File: src/rtl/demux_4b_1to2_buf_pkg.sv
// Shared constants and types for the buffered 1-to-2 demux and its FIFOs.
// SEL_PORT* use the same encoding as the 2-to-1 select mux (0 = x side, 1 = y side).
package demux_4b_1to2_buf_pkg;

  localparam int DMX_WIDTH         = 4;
  localparam int DMX_DEPTH_DEFAULT = 2;

  localparam logic SEL_PORT0 = 1'b0;
  localparam logic SEL_PORT1 = 1'b1;

  typedef enum logic {
    FIFO_EMPTY    = 1'b0,
    FIFO_NONEMPTY = 1'b1
  } fifo_state_e;

endpackage

File: src/rtl/demux_4b_1to2_buf_fifo.sv
// Non-fall-through synchronous FIFO: a push is visible at rdata one cycle later.
// Pushes while full and pops while empty are ignored; full and empty derive from a level counter.
module sync_fifo_nb
  import demux_4b_1to2_buf_pkg::*;
#(
  parameter int WIDTH = DMX_WIDTH,
  parameter int DEPTH = DMX_DEPTH_DEFAULT
) (
  input  logic                     clk,
  input  logic                     reset,
  input  logic                     push,
  input  logic                     pop,
  input  logic [WIDTH-1:0]         wdata,
  output logic [WIDTH-1:0]         rdata,
  output logic                     empty,
  output logic                     full,
  output logic [$clog2(DEPTH):0]   level
);

  localparam int PTR_W = $clog2(DEPTH);
  localparam int LVL_W = $clog2(DEPTH) + 1;

  fifo_state_e      state_q, state_d;
  logic [PTR_W-1:0] wptr_q, wptr_d;
  logic [PTR_W-1:0] rptr_q, rptr_d;
  logic [LVL_W-1:0] level_q, level_d;
  logic [WIDTH-1:0] mem_q [DEPTH];
  logic [WIDTH-1:0] mem_d [DEPTH];
  logic             do_push;
  logic             do_pop;

  assign empty   = (state_q == FIFO_EMPTY);
  assign full    = (level_q == LVL_W'(DEPTH));
  assign level   = level_q;
  assign rdata   = mem_q[rptr_q];
  assign do_push = push && !full;
  assign do_pop  = pop && !empty;

  always_comb begin
    mem_d   = mem_q;
    wptr_d  = wptr_q;
    rptr_d  = rptr_q;
    level_d = level_q;
    state_d = state_q;

    if (do_push) begin
      mem_d[wptr_q] = wdata;
      wptr_d        = wptr_q + PTR_W'(1);
    end
    if (do_pop) begin
      rptr_d = rptr_q + PTR_W'(1);
    end

    case ({do_push, do_pop})
      2'b10:   level_d = level_q + LVL_W'(1);
      2'b01:   level_d = level_q - LVL_W'(1);
      default: level_d = level_q;
    endcase

    // Full is not a state: only the empty/non-empty boundary changes state.
    case (state_q)
      FIFO_EMPTY: begin
        if (do_push && !do_pop) state_d = FIFO_NONEMPTY;
      end
      FIFO_NONEMPTY: begin
        if (do_pop && !do_push && level_q == LVL_W'(1)) state_d = FIFO_EMPTY;
      end
      default: state_d = FIFO_EMPTY;
    endcase
  end

  always_ff @(posedge clk) begin
    if (reset) begin
      state_q <= FIFO_EMPTY;
      wptr_q  <= '0;
      rptr_q  <= '0;
      level_q <= '0;
      for (int i = 0; i < DEPTH; i++) begin
        mem_q[i] <= '0;
      end
    end else begin
      state_q <= state_d;
      wptr_q  <= wptr_d;
      rptr_q  <= rptr_d;
      level_q <= level_d;
      mem_q   <= mem_d;
    end
  end

endmodule

File: src/rtl/demux_4b_1to2_buf.sv
// Buffered 1-to-2 demux: steers each accepted word by in_sel into one of two FIFOs.
// in_ready reflects only the selected FIFO's full flag, so one stalled port never blocks the other.
module demux_4b_1to2_buf
  import demux_4b_1to2_buf_pkg::*;
#(
  parameter int WIDTH = DMX_WIDTH,
  parameter int DEPTH = DMX_DEPTH_DEFAULT
) (
  input  logic                   clk,
  input  logic                   reset,
  input  logic [WIDTH-1:0]       in_data,
  input  logic                   in_sel,
  input  logic                   in_valid,
  output logic                   in_ready,
  output logic [WIDTH-1:0]       out0_data,
  output logic                   out0_valid,
  input  logic                   out0_ready,
  output logic [$clog2(DEPTH):0] out0_level,
  output logic [WIDTH-1:0]       out1_data,
  output logic                   out1_valid,
  input  logic                   out1_ready,
  output logic [$clog2(DEPTH):0] out1_level
);

  logic push0, push1;
  logic pop0, pop1;
  logic empty0, empty1;
  logic full0, full1;
  logic accept;

  assign in_ready = (in_sel == SEL_PORT1) ? !full1 : !full0;
  assign accept   = in_valid && in_ready;
  assign push0    = accept && (in_sel == SEL_PORT0);
  assign push1    = accept && (in_sel == SEL_PORT1);

  assign out0_valid = !empty0;
  assign out1_valid = !empty1;
  assign pop0       = out0_valid && out0_ready;
  assign pop1       = out1_valid && out1_ready;

  sync_fifo_nb #(
    .WIDTH(WIDTH),
    .DEPTH(DEPTH)
  ) u_fifo0 (
    .clk   (clk),
    .reset (reset),
    .push  (push0),
    .pop   (pop0),
    .wdata (in_data),
    .rdata (out0_data),
    .empty (empty0),
    .full  (full0),
    .level (out0_level)
  );

  sync_fifo_nb #(
    .WIDTH(WIDTH),
    .DEPTH(DEPTH)
  ) u_fifo1 (
    .clk   (clk),
    .reset (reset),
    .push  (push1),
    .pop   (pop1),
    .wdata (in_data),
    .rdata (out1_data),
    .empty (empty1),
    .full  (full1),
    .level (out1_level)
  );

endmodule

File: config.mk
export PLATFORM = sky130hd
export DESIGN_NAME = demux_4b_1to2_buf
export DESIGN_NICKNAME = d
export VERILOG_FILES = /design/src/rtl/demux_4b_1to2_buf_pkg.sv /design/src/rtl/demux_4b_1to2_buf_fifo.sv /design/src/rtl/demux_4b_1to2_buf.sv
export SDC_FILE = /design/constraint.sdc
export NUM_CORES = 1
export LEC_CHECK = 0
export ABC_AREA = 1
export BUFFER_PORTS_ARGS = -buffer_cell sky130_fd_sc_hd__buf_2
export CAP_MARGIN = 20
export CORE_MARGIN = 1.5
export CORE_UTILIZATION = 40
export CTS_CLUSTER_DIAMETER = 200
export DETAILED_ROUTE_END_ITERATION = 10
export HOLD_SLACK_MARGIN = 0.1
export SETUP_SLACK_MARGIN = 0.02
export SKIP_LAST_GASP = 1
export SLEW_MARGIN = 20
export SYNTH_ARGS = -nofsm -noshare
export SYNTH_HDL_FRONTEND = slang
export SYNTH_SLANG_ARGS = --single-unit
File: constraint.sdc
create_clock -name clk -period 2.2 [get_ports clk]
set_input_delay 0.33 -clock clk [delete_from_list [all_inputs] [get_ports clk]]
set_output_delay 0.33 -clock clk [all_outputs]
set_load 0.01 [all_outputs]
==> flow_summary.toml, run 1 <==
[status]
status = "completed"

[drt]
drc = 0
ant_nets = 0
wl_met1_um = 1180
routed.top_layer = "met4"
wl_per_cell_um = 10.3
via_per_inst = 4.59
via_count = 1153
drt_first_pass_iters = 4
totalWireLength_um = 2590
wl_met2_um = 1250
wl_met3_um = 149
drt-initial-drc-count = 42

[layout]
fillers = 336
syn2layout_area_growth_pct = 13.7
num-nets-final = 227
diodes = 0
drive_gt1_share_pct = 17.4
layout_commonest_cell = "nand2_1"
final_cell_mix = "41 x nand2_1, 34 x nor2_1, 31 x inv_1, 26 x dfxtp_1, 24 x buf_2"

[yosys]
yosysSeqAreaShare_pct = 39.1
netlist_instances = 183
yosysTopAreaCellShare_pct = 39.1
synthTopCellsByArea = "dfxtp_1 39%, nand2_1 12%, nor2_1 9.6%"
synth_edf_count = 0
ys_ff_latch = 26
synthFlopType = "dfxtp_1"
yosysTopAreaCell = "dfxtp_1"
synth_cell_types = 18
yosys_warnings = 0
avgSynthCellArea_um2 = 7.27
synth_nets = 201
netlist_area_mm2 = 0.00133
synthArstFlopShare_pct = 0

[clock_tree]
post-cts-setup-buffers = 0
cts_made_buffers = 3
insertion_delay_ps = 310
cts_resized = 0
cts_tree = "built"
path_clk_slew_ps = 130
clockRootBuffer = "clkbuf_4"
cts_max_path_buffers = 2
h-tree-depth = 1
cts_hold_buf = 0
clkSinkCount = 26

[worst_setup_path]
end_kind = "output port"
r2r_slack_ps = 500
arrival_ps = 1460
rr_worst_depth = 9
r2r-end = "u_fifo0.level[1]$_SDFFE_PP0P_"
cp.required_ps = 1870
path_max_fanout = 4
r2r_start = "u_fifo0.level[0]$_SDFFE_PP0P_"
worstSetupStartpointType = "register"
worstSetupPathType = "register to output port"

[sta]
timing.final.crit_share_pct = 81.5
max-slew-margin-rel_pct = 71.4
rsz0062_at_grt = "false"
finClkSkew_ps = 4.38
min_period_ps = 1790
finalSetupViolCount = 0
fmax_ghz = 0.558
hold_violations = 0
tightest_slew_ps = 428
tns_ps = 0
whs_ps = 237
finalMaxSlewViolations = 0

[pwr]
powerDensity_mw_per_mm2 = 634
ir_drop_mv = 0.403
total_power_w = 0.000960
p_leak_nw = 0.789

[die]
ioPinCount = 25
core-area_mm2 = 0.00310
die_w_um = 60.7
die_area_mm2 = 0.00368
initial_core_util_pct = 42.9
std_cell_rows = 20
dieHeight_um = 60.7

[grt]
antenna_found_initial = 0
grt_pass1_wl_um = 4570
grt-ovfl-total = 0
grt_max_degree = 15
grt_pass1_vias = 1101
grtUsageTotal_pct = 16.2

[worst_hold_path]
hold_path_end = "u_fifo0.wptr_q$_SDFFE_PP0P_"
hold_class = "primary input to register"
holdPathStages = 2
worstHoldStart = "reset"

[place]
dp_hpwl_um = 2030
gp_congestion = 0.761
port-buffer-count = 24

[flow_run]
max_cap_violations = 0
worst max path at each step:
stage	startpoint	endpoint	slack, ps	depth (start not counted)
global route	u_fifo0.level[0]$_SDFFE_PP0P_	in_ready	340	5
detailed placement	u_fifo0.level[0]$_SDFFE_PP0P_	u_fifo0.level[1]$_SDFFE_PP0P_	530	9
finish	u_fifo0.level[0]$_SDFFE_PP0P_	in_ready	410	5
CTS	u_fifo0.level[0]$_SDFFE_PP0P_	in_ready	390	5
global placement	u_fifo1.level[0]$_SDFFE_PP0P_	u_fifo1.level[1]$_SDFFE_PP0P_	620	8
floorplan	u_fifo1.level[0]$_SDFFE_PP0P_	u_fifo1.level[1]$_SDFFE_PP0P_	640	8
per-layer routing:
layer,GRT usage [%],vias to the layer above
met5,0,-
met4,2.80,0
met3,4.26,2
met2,28.7,24
met1,20.1,514
li1,-,613
worst max-delay path, stage by stage, from the launching register on:
cell	delay [ps]
dfxtp_1	350
inv_1	100
ha_1	200
nor2_4	70
or2_2	290
buf_2	140
final cells by class:
class                   count  area, µm²  share of cell area, %
clock buffers               3       22.5                   1.49
inverters                  32        120                   7.93
well taps                  44       55.1                   3.64
multi-input cells         121        668                   44.1
flip-flops and latches     26        520                   34.4
repair buffers             25        128                   8.43
cell families after synthesis:
logic type / count (synthesis) / synth area share (%)
AND/OR/NAND/NOR: 87 / 31.6
buffers and inverters: 36 / 10.7
flip-flops: 26 / 39.1
AO/OA/AOI/OAI: 22 / 8.46
adder cells (fa/ha/maj): 8 / 7.52
XOR/XNOR: 4 / 2.63
flip-flops by register name (all words and copies together), names as in the netlist:
signal / count
u_fifo0.wptr_q: 1
u_fifo1.wptr_q: 1
u_fifo1.rptr_q: 1
u_fifo1.mem_q: 8
u_fifo1.state_q: 1
u_fifo1.level: 2
u_fifo0.rptr_q: 1
u_fifo0.mem_q: 8
u_fifo0.level: 2
u_fifo0.state_q: 1
power by group:
group	switching (W)	internal, W	leakage (nW)
combinational	0.000137	0.0000913	0.562
clock	0.000134	0.0000641	0.0138
sequential	0.0000258	0.000508	0.213
through the flow:
stage	instances	cell area (µm²)	utilization, %	setup WS, ps
floorplan	183	1330	-	637
global placement	248	1490	48.1	618
detailed placement	248	1490	48.1	534
CTS	251	1510	48.8	389
global route	251	1510	48.8	339
finish	251	1510	48.8	407
cells in the mapped netlist, types with 2 or more instances:
library cell  number
a21oi_1            6
a31oi_1            2
buf_2              3
dfxtp_1           26
ha_1               8
inv_1             31
nand2_1           41
nand3_4            3
nand4_1            4
nor2_1            34
nor2_4             3
o21ai_0           14
xnor2_1            2
xor2_1             2
(Power assumes the default switching activity.)
==> run 2, diff against run 1 <==
--- a/config.mk
+++ b/config.mk
@@ -5,7 +5,7 @@
 export SDC_FILE = /design/constraint.sdc
 export NUM_CORES = 1
 export LEC_CHECK = 0
-export ABC_AREA = 1
+export ABC_AREA = 0
 export BUFFER_PORTS_ARGS = -buffer_cell sky130_fd_sc_hd__buf_2
 export CAP_MARGIN = 20
 export CORE_MARGIN = 1.5
==> constraint.sdc (replaced) <==
create_clock -name clk -period 1.5 [get_ports clk]
set_input_delay 0.225 -clock clk [delete_from_list [all_inputs] [get_ports clk]]
set_output_delay 0.225 -clock clk [all_outputs]
set_load 0.01 [all_outputs]
==> flow_summary.toml, run 2 <==
[worst_setup_path]
r2r_start = "u_fifo0.level[0]$_SDFFE_PP0P_"
crit_family = "simple AND/OR/NAND/NOR gates"
arrival_ps = 1720
path_cells = "inv_4, ha_4, buf_4, or4b_4, mux2i_1"
worstSetupStartpointType = "register"
path_buf_inv = 2
cpPeakStageDelay_ps = 540
cpMaxStageDelayCell = "or4b_4"
worstSetupPathType = "register to register"
cp.required_ps = 1730
startpoint = "u_fifo0.level[0]$_SDFFE_PP0P_"
path_max_fanout = 4
end_kind = "register"

[sta]
min_period_ps = 1500
whs_ps = 149
finalMaxSlewViolations = 0
finClkSkew_ps = 10.0
max-slew-margin-rel_pct = 67.1
rsz0062_at_grt = "true"
tightest_slew_ps = 494
timing.final.crit_share_pct = 99.7
setup_slack_ps = 4.16
tns_ps = 0
finalSetupViolCount = 0
hold_violations = 0
fmax_ghz = 0.669

[clock_tree]
path_clk_slew_ps = 150
cts_tree = "built"
h-tree-depth = 1
clockRootBuffer = "clkbuf_4"
clkSinkCount = 26
insertion_delay_ps = 330
cts_max_path_buffers = 2
cts_hold_buf = 0
cts_made_buffers = 3

[yosys]
yosysTopAreaCellShare_pct = 38.4
synthFlopType = "dfxtp_1"
synthAdderAreaFrac_pct = 7.39
yosysSeqAreaShare_pct = 38.4
synth_edf_count = 0
synthArstFlopShare_pct = 0
synth_common_cells = "26 x dfxtp_1, 20 x nand2b_1, 17 x mux2i_1"
synthMuxAreaShare_pct = 20.9
yosys.area_share.simple_pct = 21.1
synthTopCellsByArea = "dfxtp_1 38%, mux2i_1 13%, nand2b_1 9.2%"
synthXorXnorAreaFrac_pct = 2.59
netlist_instances = 129
synth_top_family_by_area = "simple AND/OR/NAND/NOR gates"
ys_ff_latch = 26
synth_compound_area_share_pct = 4.62
synth_nets = 147
netlist_area_mm2 = 0.00136
synth.most_common_cell = "dfxtp_1"
yosysTopAreaCell = "dfxtp_1"
avgSynthCellArea_um2 = 10.5
synth_cell_types = 23
yosys_warnings = 0

[die]
dieHeight_um = 61.2
ioPinCount = 25
initial_core_util_pct = 43.3
core-area_mm2 = 0.00313
die_w_um = 61.2
std_cell_rows = 20
die_area_mm2 = 0.00375

[layout]
final_cell_mix = "21 x dfxtp_1, 20 x nand2b_1, 20 x buf_2, 17 x mux2i_1, 7 x buf_4"
fillers = 292
num-nets-final = 179
syn2layout_area_growth_pct = 28.5
layout_commonest_cell = "dfxtp_1"
reg.largest.list = "u_fifo0.mem_q: 8 flops, u_fifo1.mem_q: 8 flops"
diodes = 0
drive_gt1_share_pct = 42.5

[grt]
grt-ovfl-total = 0
grt_max_degree = 35
grtUsageTotal_pct = 15.8
grt_pass1_vias = 977
antenna_found_initial = 0
grt_pass1_wl_um = 4330

[pwr]
total_power_w = 0.00157
p_leak_nw = 0.790
ir_drop_mv = 0.526
powerDensity_mw_per_mm2 = 903

[status]
status = "completed"

[drt]
totalWireLength_um = 2790
ant_nets = 0
wl_per_cell_um = 13.7
via_count = 1002
via_per_inst = 4.91
drt-initial-drc-count = 29
drt_first_pass_iters = 4
drc = 0

[worst_hold_path]
worstHoldStart = "out1_ready"
hold_class = "primary input to register"

[place]
dp_hpwl_um = 1850
port-buffer-count = 24
gp_congestion = 0.727
place_ws_ps = -78.0

[flow_run]
max_cap_violations = 0
==> run 2: cell types whose count changed after synthesis, sizes merged, moves of 5 or more <==
| cell | previous run | this run |
|---|---|---|
| nand3b | 0 | 5 |
| o21ai | 14 | 0 |
| mux2 | 0 | 10 |
| inv | 31 | 8 |
| nand2b | 0 | 20 |
| nand2 | 41 | 2 |
| mux2i | 0 | 17 |
| nand4 | 5 | 0 |
| nor2 | 37 | 6 |
==> run 2: worst min-delay path, delay by kind of cell <==
kind,cells,cell delay [ps]
AND/OR/NAND/NOR,1,70
AO/OA/AOI/OAI,1,50
buffers and inverters,1,110
==> run 2: layout make-up <==
cell class,instances,area (µm²),share of cell area (%)
clock buffer,4,47.5,2.73
multi-input combinational,89,852,48.9
inverter,8,32.5,1.87
timing repair buffer,33,220,12.6
sequential,26,534,30.7
tap,44,55.1,3.16
==> run 2: timing repair <==
action | in CTS | in global routing
gates resized for setup | 8 | 21
buffers inserted | 3 | 3
endpoints found under the setup margin | 14 | 14
pin swaps | 5 | 8
==> run 2: logic make-up after synthesis <==
group,after synthesis
multiplexers,27
adder cells (fa/ha/maj),8
AND/OR/NAND/NOR,42
flip-flops,26
buffers and inverters,14
XOR/XNOR,4
AO/OA/AOI/OAI,8
==> run 2: path summary, 6_finish.rpt <==
path	to	slack, ps	depth (start not counted)
min reg2reg	u_fifo0.mem_q[3]$_SDFFE_PP0P_	490	2
max reg2reg	u_fifo0.mem_q[6]$_SDFFE_PP0P_	4	5
max	u_fifo0.mem_q[6]$_SDFFE_PP0P_	4	5
min	u_fifo1.rptr_q$_SDFFE_PP0P_	150	3
==> run 2: report_power, final <==
group / internal [W] / switching [W]
Sequential: 0.000738 / 0.0000427
Clock: 0.000204 / 0.000218
Combinational: 0.000206 / 0.000165
==> run 2: through the flow <==
step / instances / cell area [µm²] / util [%]
after floorplan: 129 / 1360 / -
after global placement: 195 / 1530 / 48.9
after detailed placement: 195 / 1530 / 48.9
after CTS: 202 / 1630 / 52.0
after global routing: 204 / 1740 / 55.7
final: 204 / 1740 / 55.7
==> run 2: routing by layer <==
layer / vias to the layer above / part of all wire (%) / global-route usage [%]
met5: - / 0 / 0
met4: 0 / 0.36 / 3.73
met3: 2 / 3.5 / 4.41
met2: 17 / 52 / 28.6
met1: 479 / 44 / 18.3
li1: 504 / - / -
==> run 3, diff against run 2 <==
--- a/config.mk
+++ b/config.mk
@@ -8,6 +8,7 @@
 export ABC_AREA = 0
 export BUFFER_PORTS_ARGS = -buffer_cell sky130_fd_sc_hd__buf_2
 export CAP_MARGIN = 20
+export CORE_ASPECT_RATIO = 1.1
 export CORE_MARGIN = 1.5
 export CORE_UTILIZATION = 40
 export CTS_CLUSTER_DIAMETER = 200
==> flow_summary.toml, run 3 (synthesis gave the netlist of run 2 again) <==
[sta]
hold_violations = 0
fmax_ghz = 0.677
timing.final.crit_share_pct = 98.4
rsz0062_at_grt = "true"
max-slew-margin-rel_pct = 68.0
tightest_slew_ps = 480
min_period_ps = 1480
tns_ps = 0
finalSetupViolCount = 0
finClkSkew_ps = 1.47
finalMaxSlewViolations = 0

[status]
status = "completed"

[drt]
wl_per_cell_um = 13.2
drt-initial-drc-count = 12
totalWireLength_um = 2510
via_count = 985
ant_nets = 0
drc = 0
via_per_inst = 5.16
drt_first_pass_iters = 4

[clock_tree]
clkSinkCount = 26
path_clk_slew_ps = 140
cts_made_buffers = 3
insertion_delay_ps = 320
cts_max_path_buffers = 2
clockRootBuffer = "clkbuf_4"
cts_tree = "built"
cts_hold_buf = 0
h-tree-depth = 1

[grt]
grt-ovfl-total = 0
grt_max_degree = 35
antenna_found_initial = 0
met3_usage_pct = 2.23
grt_pass1_vias = 962
grt_use_met1_pct = 18.3
grt_pass1_wl_um = 4280
use_met2_pct = 25.0
grt-busiest-layer = "met2"
grtUsageTotal_pct = 14.8

[worst_setup_path]
path_max_fanout = 4
worstSetupStartpointType = "register"
cp.required_ps = 1720
end_kind = "register"
worstSetupPathType = "register to register"
arrival_ps = 1700

[layout]
reg.largest.list = "u_fifo0.mem_q: 8 flops, u_fifo1.mem_q: 8 flops"
diodes = 0
final_cell_mix = "24 x buf_2, 20 x nand2b_1, 20 x dfxtp_1, 17 x mux2i_1"
syn2layout_area_growth_pct = 19.7
num-nets-final = 176
layout_commonest_cell = "buf_2"
final_area_mm2 = 0.00162
drive_gt1_share_pct = 38.9

[pwr]
power_switching_w = 0.000397
p_seq_share_pct = 55.1
p_leak_nw = 0.754
netSwitchingFraction_pct = 28.0
clkPwrFrac_pct = 21.9
powerDensity_mw_per_mm2 = 874
pwr-share-comb_pct = 23.0
intPower_w = 0.00102
ir_drop_mv = 0.357

[die]
ioPinCount = 25
die_w_um = 58.5
dieHeight_um = 64.0
initial_core_util_pct = 43.3
die_area_mm2 = 0.00375
core-area_mm2 = 0.00313
std_cell_rows = 21

[place]
port-buffer-count = 24
dp_hpwl_um = 1860
gp_congestion = 0.681
placed_cell_area_mm2 = 0.00151

[worst_hold_path]
hold_class = "primary input to register"

[flow_run]
max_cap_violations = 0
==> run 3: cell count changes in the layout (fill, tap and decap cells not counted), moves of 2 or more <==
cell,delta
buf_6,-5
buf_2,+4
buf_4,-2
ha_1,+2
ha_4,-2
==> run 3: path summary, 6_finish.rpt <==
check / start / to / slack, ps / cells after the start
worst min-delay path: out0_ready / u_fifo0.rptr_q$_SDFFE_PP0P_ / 170 / 3
worst max register to register: u_fifo0.level[0]$_SDFFE_PP0P_ / u_fifo0.mem_q[4]$_SDFFE_PP0P_ / 20 / 5
worst max-delay path: u_fifo0.level[0]$_SDFFE_PP0P_ / u_fifo0.mem_q[4]$_SDFFE_PP0P_ / 20 / 5
worst min register to register: u_fifo1.mem_q[0]$_SDFFE_PP0P_ / u_fifo1.mem_q[0]$_SDFFE_PP0P_ / 480 / 2
==> run 3: metal layers <==
layer  share of wire, %  vias up  routed length [µm]
li1                   -      498                   -
met1                 46      469                1150
met2                 50       16                1250
met3                3.3        2                  83
met4               0.84        0                  21
met5                  0        -                   0
==> run 3: per-stage QoR <==
step	utilization (%)	instances	setup WS, ps	hold WS, ps	power (W)
after detailed placement	48.3	184	-28.3	467	0.00108
after global placement	48.3	184	32.3	458	0.00107
final	51.9	191	23.7	165	0.00142
after floorplan	-	129	27.1	389	0.000991
after global routing	51.9	191	-50.8	161	0.00150
after CTS	50.7	191	-47.8	151	0.00143
==> run 3: final cells by class <==
class | instances | area (µm²)
inverters | 8 | 30.0
fillers | 285 | 1510
well taps | 34 | 42.5
repair buffers | 30 | 169
flip-flops and latches | 26 | 536
clock buffers | 4 | 26.3
multi-input cells | 89 | 818
==> run 3: repair_timing <==
action                                 CTS  global route
setup endpoints to repair               14            18
gates resized for setup                  9            10
cloned                                   0             0
buffers inserted                         3             0
endpoints found under the hold margin    0             0
pin swaps                                6             3
==> run 3: worst max-delay path, cell delays in order (launching register included) <==
cell and delay, ps:
dfxtp_4 370, inv_2 40, ha_4 160, buf_4 130
or4b_4 530, mux2i_1 150
==> run 3: power by group through the flow <==
stage | registers (W) | clock network [W] | logic [W]
5_1_grt | 0.000789 | 0.000354 | 0.000358
2_1_floorplan | 0.000796 | 0 | 0.000194
4_1_cts | 0.000778 | 0.000329 | 0.000319
3_5_place_dp | 0.000793 | 0 | 0.000291
3_3_place_gp | 0.000790 | 0 | 0.000281
6_report | 0.000780 | 0.000311 | 0.000326
